**src/rtl/conv_controller_pkg.sv**
```systemverilog
// Shared types for the convolution datapath: data word, coordinate views and
// the sequencer state encoding.
package tpu_pkg;

    localparam int DATA_WIDTH     = 16;
    localparam int MATRIX_DIM_DEF = 16;
    localparam int CONV_DIM_DEF   = 3;

    typedef logic [DATA_WIDTH-1:0] data_t;

    // Coordinates at the default bank sizes; x = row, y = column
    typedef struct packed {
        logic [$clog2(CONV_DIM_DEF)-1:0] x;
        logic [$clog2(CONV_DIM_DEF)-1:0] y;
    } conv_coord_t;

    typedef struct packed {
        logic [$clog2(MATRIX_DIM_DEF)-1:0] x;
        logic [$clog2(MATRIX_DIM_DEF)-1:0] y;
    } matrix_coord_t;

    typedef enum logic [2:0] {
        IDLE,
        LOAD_K,
        LOAD_M,
        COMPUTE,
        CAPTURE,
        EMIT,
        FINISH
    } ctrl_state_t;

endpackage

```
**src/rtl/conv_controller_if.sv**
```systemverilog
// Load stream, register-bank, MAC and result-stream signals of the sequencer.
// master = controller side, slave = datapath/environment side.
interface conv_controller_if
    import tpu_pkg::*;
#(
    parameter int MATRIX_DIM = MATRIX_DIM_DEF,
    parameter int CONV_DIM   = CONV_DIM_DEF
);
    localparam int KAW = 2*$clog2(CONV_DIM);
    localparam int MAW = 2*$clog2(MATRIX_DIM);

    logic           start;
    logic           in_valid;
    logic           in_ready;
    data_t          data_in;
    data_t          wdata;
    logic           kernal_we;
    logic           matrix_we;
    logic [KAW-1:0] k_addr;
    logic [MAW-1:0] m_addr;
    logic           mac_clr;
    logic           mac_en;
    data_t          mac_sum;
    logic           out_valid;
    logic           out_ready;
    data_t          out_data;
    logic           busy;
    logic           done;

    modport master (
        input  start, in_valid, data_in, mac_sum, out_ready,
        output in_ready, wdata, kernal_we, matrix_we, k_addr, m_addr,
               mac_clr, mac_en, out_valid, out_data, busy, done
    );

    modport slave (
        output start, in_valid, data_in, mac_sum, out_ready,
        input  in_ready, wdata, kernal_we, matrix_we, k_addr, m_addr,
               mac_clr, mac_en, out_valid, out_data, busy, done
    );

endinterface

```
**src/rtl/conv_controller_addr_gen.sv**
```systemverilog
// Row-major 2-D coordinate counter. i_max sets the wrap point of both axes so
// one instance can walk a smaller square than DIM allows.
module conv_addr_gen #(
    parameter int DIM = 4,
    parameter int AW  = (DIM > 1) ? $clog2(DIM) : 1
) (
    input  logic          clk,
    input  logic          rst,
    input  logic          i_clr,
    input  logic          i_en,
    input  logic [AW-1:0] i_max,
    output logic [AW-1:0] o_x,
    output logic [AW-1:0] o_y,
    output logic          o_last
);

    logic [AW-1:0] r_x;
    logic [AW-1:0] r_y;

    // y advances fastest, x steps when y wraps; clear wins over enable
    always_ff @(posedge clk or negedge rst) begin
        if (!rst) begin
            r_x <= '0;
            r_y <= '0;
        end else if (i_clr) begin
            r_x <= '0;
            r_y <= '0;
        end else if (i_en) begin
            if (r_y == i_max) begin
                r_y <= '0;
                r_x <= (r_x == i_max) ? '0 : r_x + 1'b1;
            end else begin
                r_y <= r_y + 1'b1;
            end
        end
    end

    assign o_x    = r_x;
    assign o_y    = r_y;
    assign o_last = (r_x == i_max) && (r_y == i_max);

endmodule

```
**src/rtl/conv_controller.sv**
```systemverilog
// Convolution sequencer: loads kernel and matrix banks over one stream, then
// walks every no-padding output position driving taps and the shared MAC.
//
// state   | meaning
// IDLE    | waiting for start, all strobes low
// LOAD_K  | accepting kernel words, row-major
// LOAD_M  | accepting matrix words, row-major
// COMPUTE | one MAC tap per cycle, clear on tap (0,0)
// CAPTURE | MAC settled, register mac_sum
// EMIT    | result held on out_data until accepted
// FINISH  | one-cycle done pulse
module conv_controller
    import tpu_pkg::*;
#(
    parameter int MATRIX_DIM = MATRIX_DIM_DEF,
    parameter int CONV_DIM   = CONV_DIM_DEF
) (
    input  logic clk,
    input  logic rst,
    conv_controller_if.master bus
);

    localparam int OUT_DIM = MATRIX_DIM - CONV_DIM + 1;
    localparam int KW      = $clog2(CONV_DIM);
    localparam int MW      = $clog2(MATRIX_DIM);
    localparam int BW      = (OUT_DIM > 1) ? $clog2(OUT_DIM) : 1;

    ctrl_state_t r_state;
    logic        r_in_ready;
    logic        r_mac_en;
    logic        r_out_valid;
    logic        r_busy;
    logic        r_done;
    data_t       r_out_data;

    logic          w_accept;
    logic          w_ld_clr;
    logic          w_ld_last;
    logic [MW-1:0] w_ld_max;
    logic [MW-1:0] w_ld_x;
    logic [MW-1:0] w_ld_y;
    logic          w_walk_clr;
    logic          w_tap_last;
    logic [KW-1:0] w_tap_x;
    logic [KW-1:0] w_tap_y;
    logic          w_base_en;
    logic          w_base_last;
    logic [BW-1:0] w_base_x;
    logic [BW-1:0] w_base_y;
    logic [MW-1:0] w_sum_x;
    logic [MW-1:0] w_sum_y;
    logic [2*KW-1:0] w_k_addr;
    logic [2*MW-1:0] w_m_addr;

    assign w_accept   = bus.in_valid & r_in_ready;
    assign w_ld_clr   = ((r_state == IDLE) && bus.start) ||
                        ((r_state == LOAD_K) && w_accept && w_ld_last);
    // The load counter covers only the kernel square during LOAD_K
    assign w_ld_max   = (r_state == LOAD_K) ? MW'(CONV_DIM - 1) : MW'(MATRIX_DIM - 1);
    assign w_walk_clr = (r_state == LOAD_M) && w_accept && w_ld_last;
    assign w_base_en  = (r_state == EMIT) && bus.out_ready;

    conv_addr_gen #(.DIM(MATRIX_DIM), .AW(MW)) u_load (
        .clk(clk), .rst(rst), .i_clr(w_ld_clr), .i_en(w_accept),
        .i_max(w_ld_max), .o_x(w_ld_x), .o_y(w_ld_y), .o_last(w_ld_last)
    );

    // Tap wraps back to (0,0) on its own after the last tap
    conv_addr_gen #(.DIM(CONV_DIM), .AW(KW)) u_tap (
        .clk(clk), .rst(rst), .i_clr(w_walk_clr), .i_en(r_state == COMPUTE),
        .i_max(KW'(CONV_DIM - 1)), .o_x(w_tap_x), .o_y(w_tap_y), .o_last(w_tap_last)
    );

    conv_addr_gen #(.DIM(OUT_DIM), .AW(BW)) u_base (
        .clk(clk), .rst(rst), .i_clr(w_walk_clr), .i_en(w_base_en),
        .i_max(BW'(OUT_DIM - 1)), .o_x(w_base_x), .o_y(w_base_y), .o_last(w_base_last)
    );

    assign w_sum_x = MW'(w_base_x) + MW'(w_tap_x);
    assign w_sum_y = MW'(w_base_y) + MW'(w_tap_y);

    // Sequencer state and registered handshake/strobe flags
    always_ff @(posedge clk or negedge rst) begin
        if (!rst) begin
            r_state     <= IDLE;
            r_in_ready  <= 1'b0;
            r_mac_en    <= 1'b0;
            r_out_valid <= 1'b0;
            r_busy      <= 1'b0;
            r_done      <= 1'b0;
            r_out_data  <= '0;
        end else begin
            case (r_state)
                IDLE: begin
                    if (bus.start) begin
                        r_state    <= LOAD_K;
                        r_in_ready <= 1'b1;
                        r_busy     <= 1'b1;
                    end
                end
                LOAD_K: begin
                    if (w_accept && w_ld_last) r_state <= LOAD_M;
                end
                LOAD_M: begin
                    if (w_accept && w_ld_last) begin
                        r_state    <= COMPUTE;
                        r_in_ready <= 1'b0;
                        r_mac_en   <= 1'b1;
                    end
                end
                COMPUTE: begin
                    if (w_tap_last) begin
                        r_state  <= CAPTURE;
                        r_mac_en <= 1'b0;
                    end
                end
                CAPTURE: begin
                    r_out_data  <= bus.mac_sum;
                    r_out_valid <= 1'b1;
                    r_state     <= EMIT;
                end
                EMIT: begin
                    if (bus.out_ready) begin
                        r_out_valid <= 1'b0;
                        if (w_base_last) begin
                            r_state <= FINISH;
                            r_done  <= 1'b1;
                        end else begin
                            r_state  <= COMPUTE;
                            r_mac_en <= 1'b1;
                        end
                    end
                end
                FINISH: begin
                    r_done  <= 1'b0;
                    r_busy  <= 1'b0;
                    r_state <= IDLE;
                end
                default: r_state <= IDLE;
            endcase
        end
    end

    // Address muxing: load counter while loading, tap/base+tap while computing
    always_comb begin
        w_k_addr = '0;
        w_m_addr = '0;
        case (r_state)
            LOAD_K:  w_k_addr = {w_ld_x[KW-1:0], w_ld_y[KW-1:0]};
            LOAD_M:  w_m_addr = {w_ld_x, w_ld_y};
            COMPUTE: begin
                w_k_addr = {w_tap_x, w_tap_y};
                w_m_addr = {w_sum_x, w_sum_y};
            end
            default: ;
        endcase
    end

    assign bus.in_ready  = r_in_ready;
    assign bus.wdata     = bus.data_in;
    assign bus.kernal_we = w_accept && (r_state == LOAD_K);
    assign bus.matrix_we = w_accept && (r_state == LOAD_M);
    assign bus.k_addr    = w_k_addr;
    assign bus.m_addr    = w_m_addr;
    assign bus.mac_en    = r_mac_en;
    assign bus.mac_clr   = r_mac_en && (w_tap_x == '0) && (w_tap_y == '0);
    assign bus.out_valid = r_out_valid;
    assign bus.out_data  = r_out_data;
    assign bus.busy      = r_busy;
    assign bus.done      = r_done;

endmodule

```
**src/flat_wrapper.sv**
```systemverilog
// flat-port wrapper written by rule: the top's interface ports become plain ports
module conv_controller_flat import tpu_pkg::*;
#(
    parameter int MATRIX_DIM = MATRIX_DIM_DEF,
    parameter int CONV_DIM   = CONV_DIM_DEF
)
  (clk, rst, bus_start, bus_in_valid, bus_data_in, bus_mac_sum, bus_out_ready, bus_in_ready, bus_wdata, bus_kernal_we, bus_matrix_we, bus_k_addr, bus_m_addr, bus_mac_clr, bus_mac_en, bus_out_valid, bus_out_data, bus_busy, bus_done);
  conv_controller_if #(.MATRIX_DIM(MATRIX_DIM), .CONV_DIM(CONV_DIM)) bus_i ();
  input  logic clk;
  input  logic rst;
  input wire logic [$bits(bus_i.start)-1:0] bus_start;
  input wire logic [$bits(bus_i.in_valid)-1:0] bus_in_valid;
  input wire logic [$bits(bus_i.data_in)-1:0] bus_data_in;
  input wire logic [$bits(bus_i.mac_sum)-1:0] bus_mac_sum;
  input wire logic [$bits(bus_i.out_ready)-1:0] bus_out_ready;
  output wire logic [$bits(bus_i.in_ready)-1:0] bus_in_ready;
  output wire logic [$bits(bus_i.wdata)-1:0] bus_wdata;
  output wire logic [$bits(bus_i.kernal_we)-1:0] bus_kernal_we;
  output wire logic [$bits(bus_i.matrix_we)-1:0] bus_matrix_we;
  output wire logic [$bits(bus_i.k_addr)-1:0] bus_k_addr;
  output wire logic [$bits(bus_i.m_addr)-1:0] bus_m_addr;
  output wire logic [$bits(bus_i.mac_clr)-1:0] bus_mac_clr;
  output wire logic [$bits(bus_i.mac_en)-1:0] bus_mac_en;
  output wire logic [$bits(bus_i.out_valid)-1:0] bus_out_valid;
  output wire logic [$bits(bus_i.out_data)-1:0] bus_out_data;
  output wire logic [$bits(bus_i.busy)-1:0] bus_busy;
  output wire logic [$bits(bus_i.done)-1:0] bus_done;
  assign bus_i.start = bus_start;
  assign bus_i.in_valid = bus_in_valid;
  assign bus_i.data_in = bus_data_in;
  assign bus_i.mac_sum = bus_mac_sum;
  assign bus_i.out_ready = bus_out_ready;
  assign bus_in_ready = bus_i.in_ready;
  assign bus_wdata = bus_i.wdata;
  assign bus_kernal_we = bus_i.kernal_we;
  assign bus_matrix_we = bus_i.matrix_we;
  assign bus_k_addr = bus_i.k_addr;
  assign bus_m_addr = bus_i.m_addr;
  assign bus_mac_clr = bus_i.mac_clr;
  assign bus_mac_en = bus_i.mac_en;
  assign bus_out_valid = bus_i.out_valid;
  assign bus_out_data = bus_i.out_data;
  assign bus_busy = bus_i.busy;
  assign bus_done = bus_i.done;
  conv_controller #(.MATRIX_DIM(MATRIX_DIM), .CONV_DIM(CONV_DIM)) u_core (.clk(clk), .rst(rst), .bus(bus_i));
endmodule
```
**config.mk**
```make
export PLATFORM = sky130hd
export DESIGN_NAME = conv_controller_flat
export DESIGN_NICKNAME = d
export VERILOG_FILES = /design/src/rtl/conv_controller_pkg.sv /design/src/rtl/conv_controller_if.sv /design/src/rtl/conv_controller_addr_gen.sv /design/src/rtl/conv_controller.sv /design/src/flat_wrapper.sv
export SDC_FILE = /design/constraint.sdc
export NUM_CORES = 1
export LEC_CHECK = 0
export ABC_AREA = 1
export BUFFER_PORTS_ARGS = -buffer_cell sky130_fd_sc_hd__buf_2
export CORE_UTILIZATION = 34
export CTS_BUF_LIST = sky130_fd_sc_hd__clkbuf_16
export DETAILED_ROUTE_END_ITERATION = 6
export PLACE_DENSITY_LB_ADDON = 0.12
export SYNTH_ARGS = -nofsm -noshare
export SYNTH_HDL_FRONTEND = slang
export SYNTH_SLANG_ARGS = --single-unit
```
**constraint.sdc**
```tcl
create_clock -name clk -period 2.5 [get_ports clk]
set_input_delay 0.5 -clock clk [delete_from_list [all_inputs] [get_ports clk]]
set_output_delay 0.5 -clock clk [all_outputs]
set_load 0.05 [all_outputs]
```
After elaboration in Yosys (flattened, before gate mapping). Index checks and enable logic that the tools add are counted.

RAM bits: 0. Memory bits (read-only): 0. Output and inout bits: 52. Bits in registers: 44. Bits in latches: 0. Memories kept: 0. Bits of input ports: 37.

Order comparisons: 0. Eq/ne operators: 19. Multiply operators: 0. Reduce and logical (&&, ||, !) cells: 36. Divide/modulo/power cells: 0. Shift-type cells: 0. Add/sub/neg operators: 8. Bitwise gates (word level): 1. Muxes and demuxes: 45.

Operator list (count): $mux 4 (15); $reduce_bool 2->1 (10); $mux 3 (6); $pmux 3 s6 (1); $add 4x1->4 const B (4); $pmux 8 s2 (1); $mux 2 (7); $logic_and 1x1->1 (12); $ne 2x2->1 const B (5); $reduce_and 2->1 (5); $reduce_and 5->1 (2); $eq 3x3->1 const B (3); $mux 1 (9); $add 4x2->4 (2); $eq 4x4->1 (2); $eq 4x4->1 const B (2); $pmux 1 s2 (4); $pmux 4 s2 (1); $eq 3x2->1 const B (2); $reduce_and 3->1 (2); $add 2x1->2 const B (2); $eq 2x2->1 const B (2); $logic_not 2->1 (2); $ne 2x1->1 const B (2); other kinds (6) (6).

Logic depth before layout (Yosys ltp).
Depth in word-level cells: 8. Mapped depth: 13. Depth with buffers taken out: 13.

Cells and area by module. A second synthesis with hierarchy kept.

Cells, all modules: 400. Area, all modules: 3034.2 um2.

By module, submodules not included: conv_controller (times used 1, seq. area each 600.6 um2, cells an instance 174, area each 1599.0 um2); conv_addr_gen (u_core.u_base ...) (times used 2, seq. area each 200.2 um2, cells an instance 90, area each 576.8 um2); conv_addr_gen (u_core.u_tap) (times used 1, seq. area each 100.1 um2, cells an instance 46, area each 281.5 um2).

Least setup slack after synthesis. OpenSTA, ideal clock, no wires.

Path kind: reg-to-output. Start: reg u_core.r_state[2]. End: out bus_m_addr[3]. Arrival: 2133 ps. Cell stages (with the launch flop): 7. Path buffers: 1. Setup slack: -133 ps. Cells stage by stage: dfrtp_1 -> inv_2 -> nand2_1 -> nor2_1 -> buf_2 -> nand2_1 -> o21ai_0.

Longest elaborated chain between the ends: 2.

RTL lines: start: declaration (RTL line conv_controller.sv:28) `ctrl_state_t r_state;`; start signal: assignment (RTL line conv_controller.sv:85) `r_state <= IDLE;`; start signal: assignment (RTL line conv_controller.sv:96) `r_state <= LOAD_K;`; start signal: assignment (RTL line conv_controller.sv:102) `if (w_accept && w_ld_last) r_state <= LOAD_M;`; $eq 3x2->1 (RTL line conv_controller.sv:148) `case (r_state)`; $pmux 8 s2 (*) (RTL line conv_controller.sv:148); end: declaration (RTL line flat_wrapper.sv:21) `output wire logic [$bits(bus_i.m_addr)-1:0] bus_m_addr;`.

Every way passes the cells marked *; elsewhere a longest branch is shown, timed or not.

Final worst setup path.
Start: reg u_core.u_tap.r_y[0] (netlist: u_core.u_tap.o_y[0]). End: out bus_m_addr[2].

Longest elaborated chain between the ends: 2.

RTL lines: start: declaration (RTL line conv_controller_addr_gen.sv:18) `logic [AW-1:0] r_y;`; start signal: assignment (RTL line conv_controller_addr_gen.sv:33) `r_y <= r_y + 1'b1;`; $add 4x2->4 (RTL line conv_controller.sv:80) `assign w_sum_y = MW'(w_base_y) + MW'(w_tap_y);`; $pmux 8 s2 (RTL line conv_controller.sv:148).

Every way passes these cells.

==> metrics.cfg <==
[clock_tree]
root_buffer = clkbuf_16
clkLatencyLatePin_ps = 290
cts_sinks = 44
htreeDepth = 2
path_clk_slew_ps = 70
cts_max_path_buffers = 2
numCtsBuffers = 5
cts_tree = built
cts_hold_buffers = 0

[detailed_routing]
wl_mm = 6.758
drt_iter0_drc = 102
ant_nets = 0
avgRoutedWirePerCell_um = 13.30
dr.pass1.iters = 4
detail_route.vias_per_cell = 4.677
vias = 2376
drc = 0

[layout]
areaGrowthSynthToFinish_pct = 19.20
drive_above_1_share_pct = 24.38
num-fill-cells = 830
antenna_cells = 0
final_net_count = 456
fin_area_sq_um = 3223

[floorplan]
num_rows = 32
dieWidth_um = 91.18
fp.coreArea_sq_um = 7727
dieArea_sq_um = 8313
io_pins = 89
start_util_pct = 34.99
die_h_um = 91.18

[timing]
worstMarginPinSlew_ps = 613.2
hold_viol = 0
fmax_mhz = 413.0
worst_slack_ps = 78.52
fin_crit_ps = 2421
timing.final.crit_share_pct = 96.86
worst_clock_skew_ps = 7.814
report.final.slew_viol_count = 0
relSlewSlack_pct = 58.77
setup_viol = 0

[yosys]
synthTopCellsByArea = dfrtp_1, nand2_1, ha_1, nand3_1, inv_1
syn_inst = 351
netlist_area_sq_um = 2704
avgSynthCellArea_sq_um = 7.703
seq_area_frac_synth_pct = 40.72
ys_seq_elements = 44
yosysUniqueCellTypes = 36
yosysWarnings = 0
synth_top_area_share_pct = 40.72
synth_nets = 402
yosysTopAreaCell = dfrtp_1

[global_routing]
grt_busiest_layer = met2
use_met3_pct = 3.518
grt_pass1_wl_mm = 11.43
grt_max_degree = 23
grt_pass1_vias = 2269
use_met1_pct = 24.90
antenna_found_initial = 0
gr-total-overflow = 0
use_met2_pct = 26.45
grt_use_total_pct = 17.56

[worst_setup_path]
slowest_stage = fa_2
critical_path_class = reg -> out
cpPeakStageDelay_ps = 380
worstPathRequired_ps = 2000
crit_chain = ha_2 > inv_1 > fa_2 > or2_2 > nand3_1 > o21ai_0 > buf_4
worstPathMaxFanout = 2
crit_path_start_kind = flop
timing.rr.end = u_core.u_base.o_x[1]
endpoint_kind = primary output
worst_r2r_path_depth = 13
worst_ep_arrival_time_ps = 1920
reg2reg_from = u_core.r_state[1]
rrSetupSlack_ps = 480

[worst_hold_path]
hold_class = in -> async

[placement]
port_buffers = 56
pre_cts_slack_ps = 233.2
hpwl_mm = 5.092
dpl_cell_area_sq_um = 3002
routabilityCongestion = 0.8494

[pwr]
power_density_nw_per_um2 = 1400
leakage_nw = 1.751
peakVddDrop_uv = 698.3

[flow_run]
drv_cap = 0

[outcome]
status = finished clean

-- state kept, by name (all words and copies together) (netlist names), 2 cells and up --
| register | flops |
|---|---|
| u_core.bus.out_data | 16 |
| u_core.u_base.o_x | 4 |
| u_core.u_base.o_y | 4 |
| u_core.u_load.o_x | 4 |
| u_core.u_load.o_y | 4 |
| u_core.r_state | 3 |
| u_core.u_tap.o_x | 2 |
| u_core.u_tap.o_y | 2 |
-- metrics by stage --
| stage | cells | util [%] | hold WS [ps] | power [mW] | setup TNS [ps] |
|---|---|---|---|---|---|
| 6_report | 508 | 41.71 | 180.4 | 4.512 | 0 |
| 5_1_grt | 508 | 41.71 | 206.5 | 4.850 | -5.842 |
| 4_1_cts | 505 | 41.22 | 194.9 | 4.500 | 0 |
| 3_3_place_gp | 493 | 38.84 | 454.9 | 3.754 | 0 |
| 2_1_floorplan | 351 | - | 204.4 | 3.202 | 0 |
| 3_5_place_dp | 493 | 38.84 | 459.9 | 3.766 | 0 |
-- timing repair --
| action | in CTS | in global routing |
|---|---|---|
| gates cloned | 0 | 0 |
| endpoints found under the setup margin | 2 | 3 |
| resized for setup | 1 | 7 |
| pin swaps | 0 | 1 |
| setup buffers | 4 | 3 |
| hold endpoints to repair | 0 | 0 |
-- worst max-delay path: cells and delay by family (launching register included) --
kind / cells / cell delay (ps)
fa+ha+maj: 2 / 570
flops: 1 / 370
simple gates: 2 / 370
buf+inv: 2 / 250
compound gates: 1 / 80
-- worst max-delay path by stage --
stage	startpoint	endpoint	slack, ps
floorplan	u_core.r_state[2]	bus_m_addr[0]	30
global placement	u_core.u_base.o_x[0]	bus_m_addr[6]	260
detailed placement	u_core.u_base.o_x[0]	bus_m_addr[6]	230
CTS	u_core.u_base.o_y[0]	bus_m_addr[2]	20
global route	u_core.u_tap.o_y[0]	bus_m_addr[2]	-6
finish	u_core.u_tap.o_y[0]	bus_m_addr[2]	80
-- power by group --
| part | leakage [nW] | switching, mW | total (mW) | internal, mW |
|---|---|---|---|---|
| Sequential | 0.540 | 0.244 | 1.24 | 0.998 |
| Clock | 0.0748 | 0.304 | 0.684 | 0.380 |
| Combinational | 1.14 | 1.88 | 2.59 | 0.704 |
-- cell usage after synthesis --
master    count
nand2_1     114
dfrtp_1      44
inv_1        34
nand3_1      28
nor2_1       18
buf_4        16
a21oi_1      12
ha_1         12
o21ai_0      10
o22ai_1       6
nand4_1       5
nor3_1        5
o21ai_1       5
xor2_1        5
inv_2         4
clkbuf_1      3
or2_2         3
a21o_1        2
fa_1          2
nand2_2       2
nand3_2       2
nand3b_1      2
nor2_2        2
nor2_4        2
o211ai_1      2
and2_1        1
and3_1        1
buf_2         1
buf_6         1
clkinv_1      1
nand2_4       1
nand3_4       1
o21ai_2       1
o22ai_2       1
o31ai_1       1
xnor2_1       1
-- layer usage --
layer | up-vias | part of all wire, %
li1 | 1219 | -
met1 | 1080 | 50
met2 | 66 | 44
met3 | 11 | 4.6
met4 | 0 | 1.6
met5 | - | 0
-- logic make-up (layout without fill, tap and decap cells) --
kind of cell | count (synthesis) | after routing | synth area share, %
XOR/XNOR | 6 | 6 | 1.944
adder cells (fa/ha/maj) | 14 | 14 | 7.034
AO/OA/AOI/OAI | 40 | 40 | 8.561
flip-flops | 44 | 44 | 40.72
AND/OR/NAND/NOR | 187 | 187 | 30.86
buffers and inverters | 60 | 115 | 10.87
-- area by class of cell --
type	instances	area, sq um	share of cell area, %
Clock inverter	3	26.28	0.8152
Multi-Input combinational cell	247	1319	40.92
Timing Repair Buffer	68	377.9	11.72
Sequential cell	44	1101	34.16
Inverter	39	146.4	4.542
Tap cell	102	127.6	3.960
Clock buffer	5	125.1	3.882
-- layout by cell type, fill, tap and decap left out, types with 3 or more instances in the layout --
| master | netlist | routed |
|---|---|---|
| a21oi_1 | 12 | 12 |
| buf_2 | 1 | 53 |
| buf_4 | 16 | 14 |
| clkbuf_16 | 0 | 5 |
| dfrtp_1 | 44 | 44 |
| ha_1 | 12 | 10 |
| inv_1 | 34 | 34 |
| inv_2 | 4 | 4 |
| nand2_1 | 114 | 114 |
| nand3_1 | 28 | 28 |
| nand4_1 | 5 | 5 |
| nor2_1 | 18 | 18 |
| nor3_1 | 5 | 5 |
| o21ai_0 | 10 | 9 |
| o21ai_1 | 5 | 6 |
| o22ai_1 | 6 | 6 |
| or2_2 | 3 | 3 |
| xor2_1 | 5 | 5 |
(Power assumes the default switching activity.)
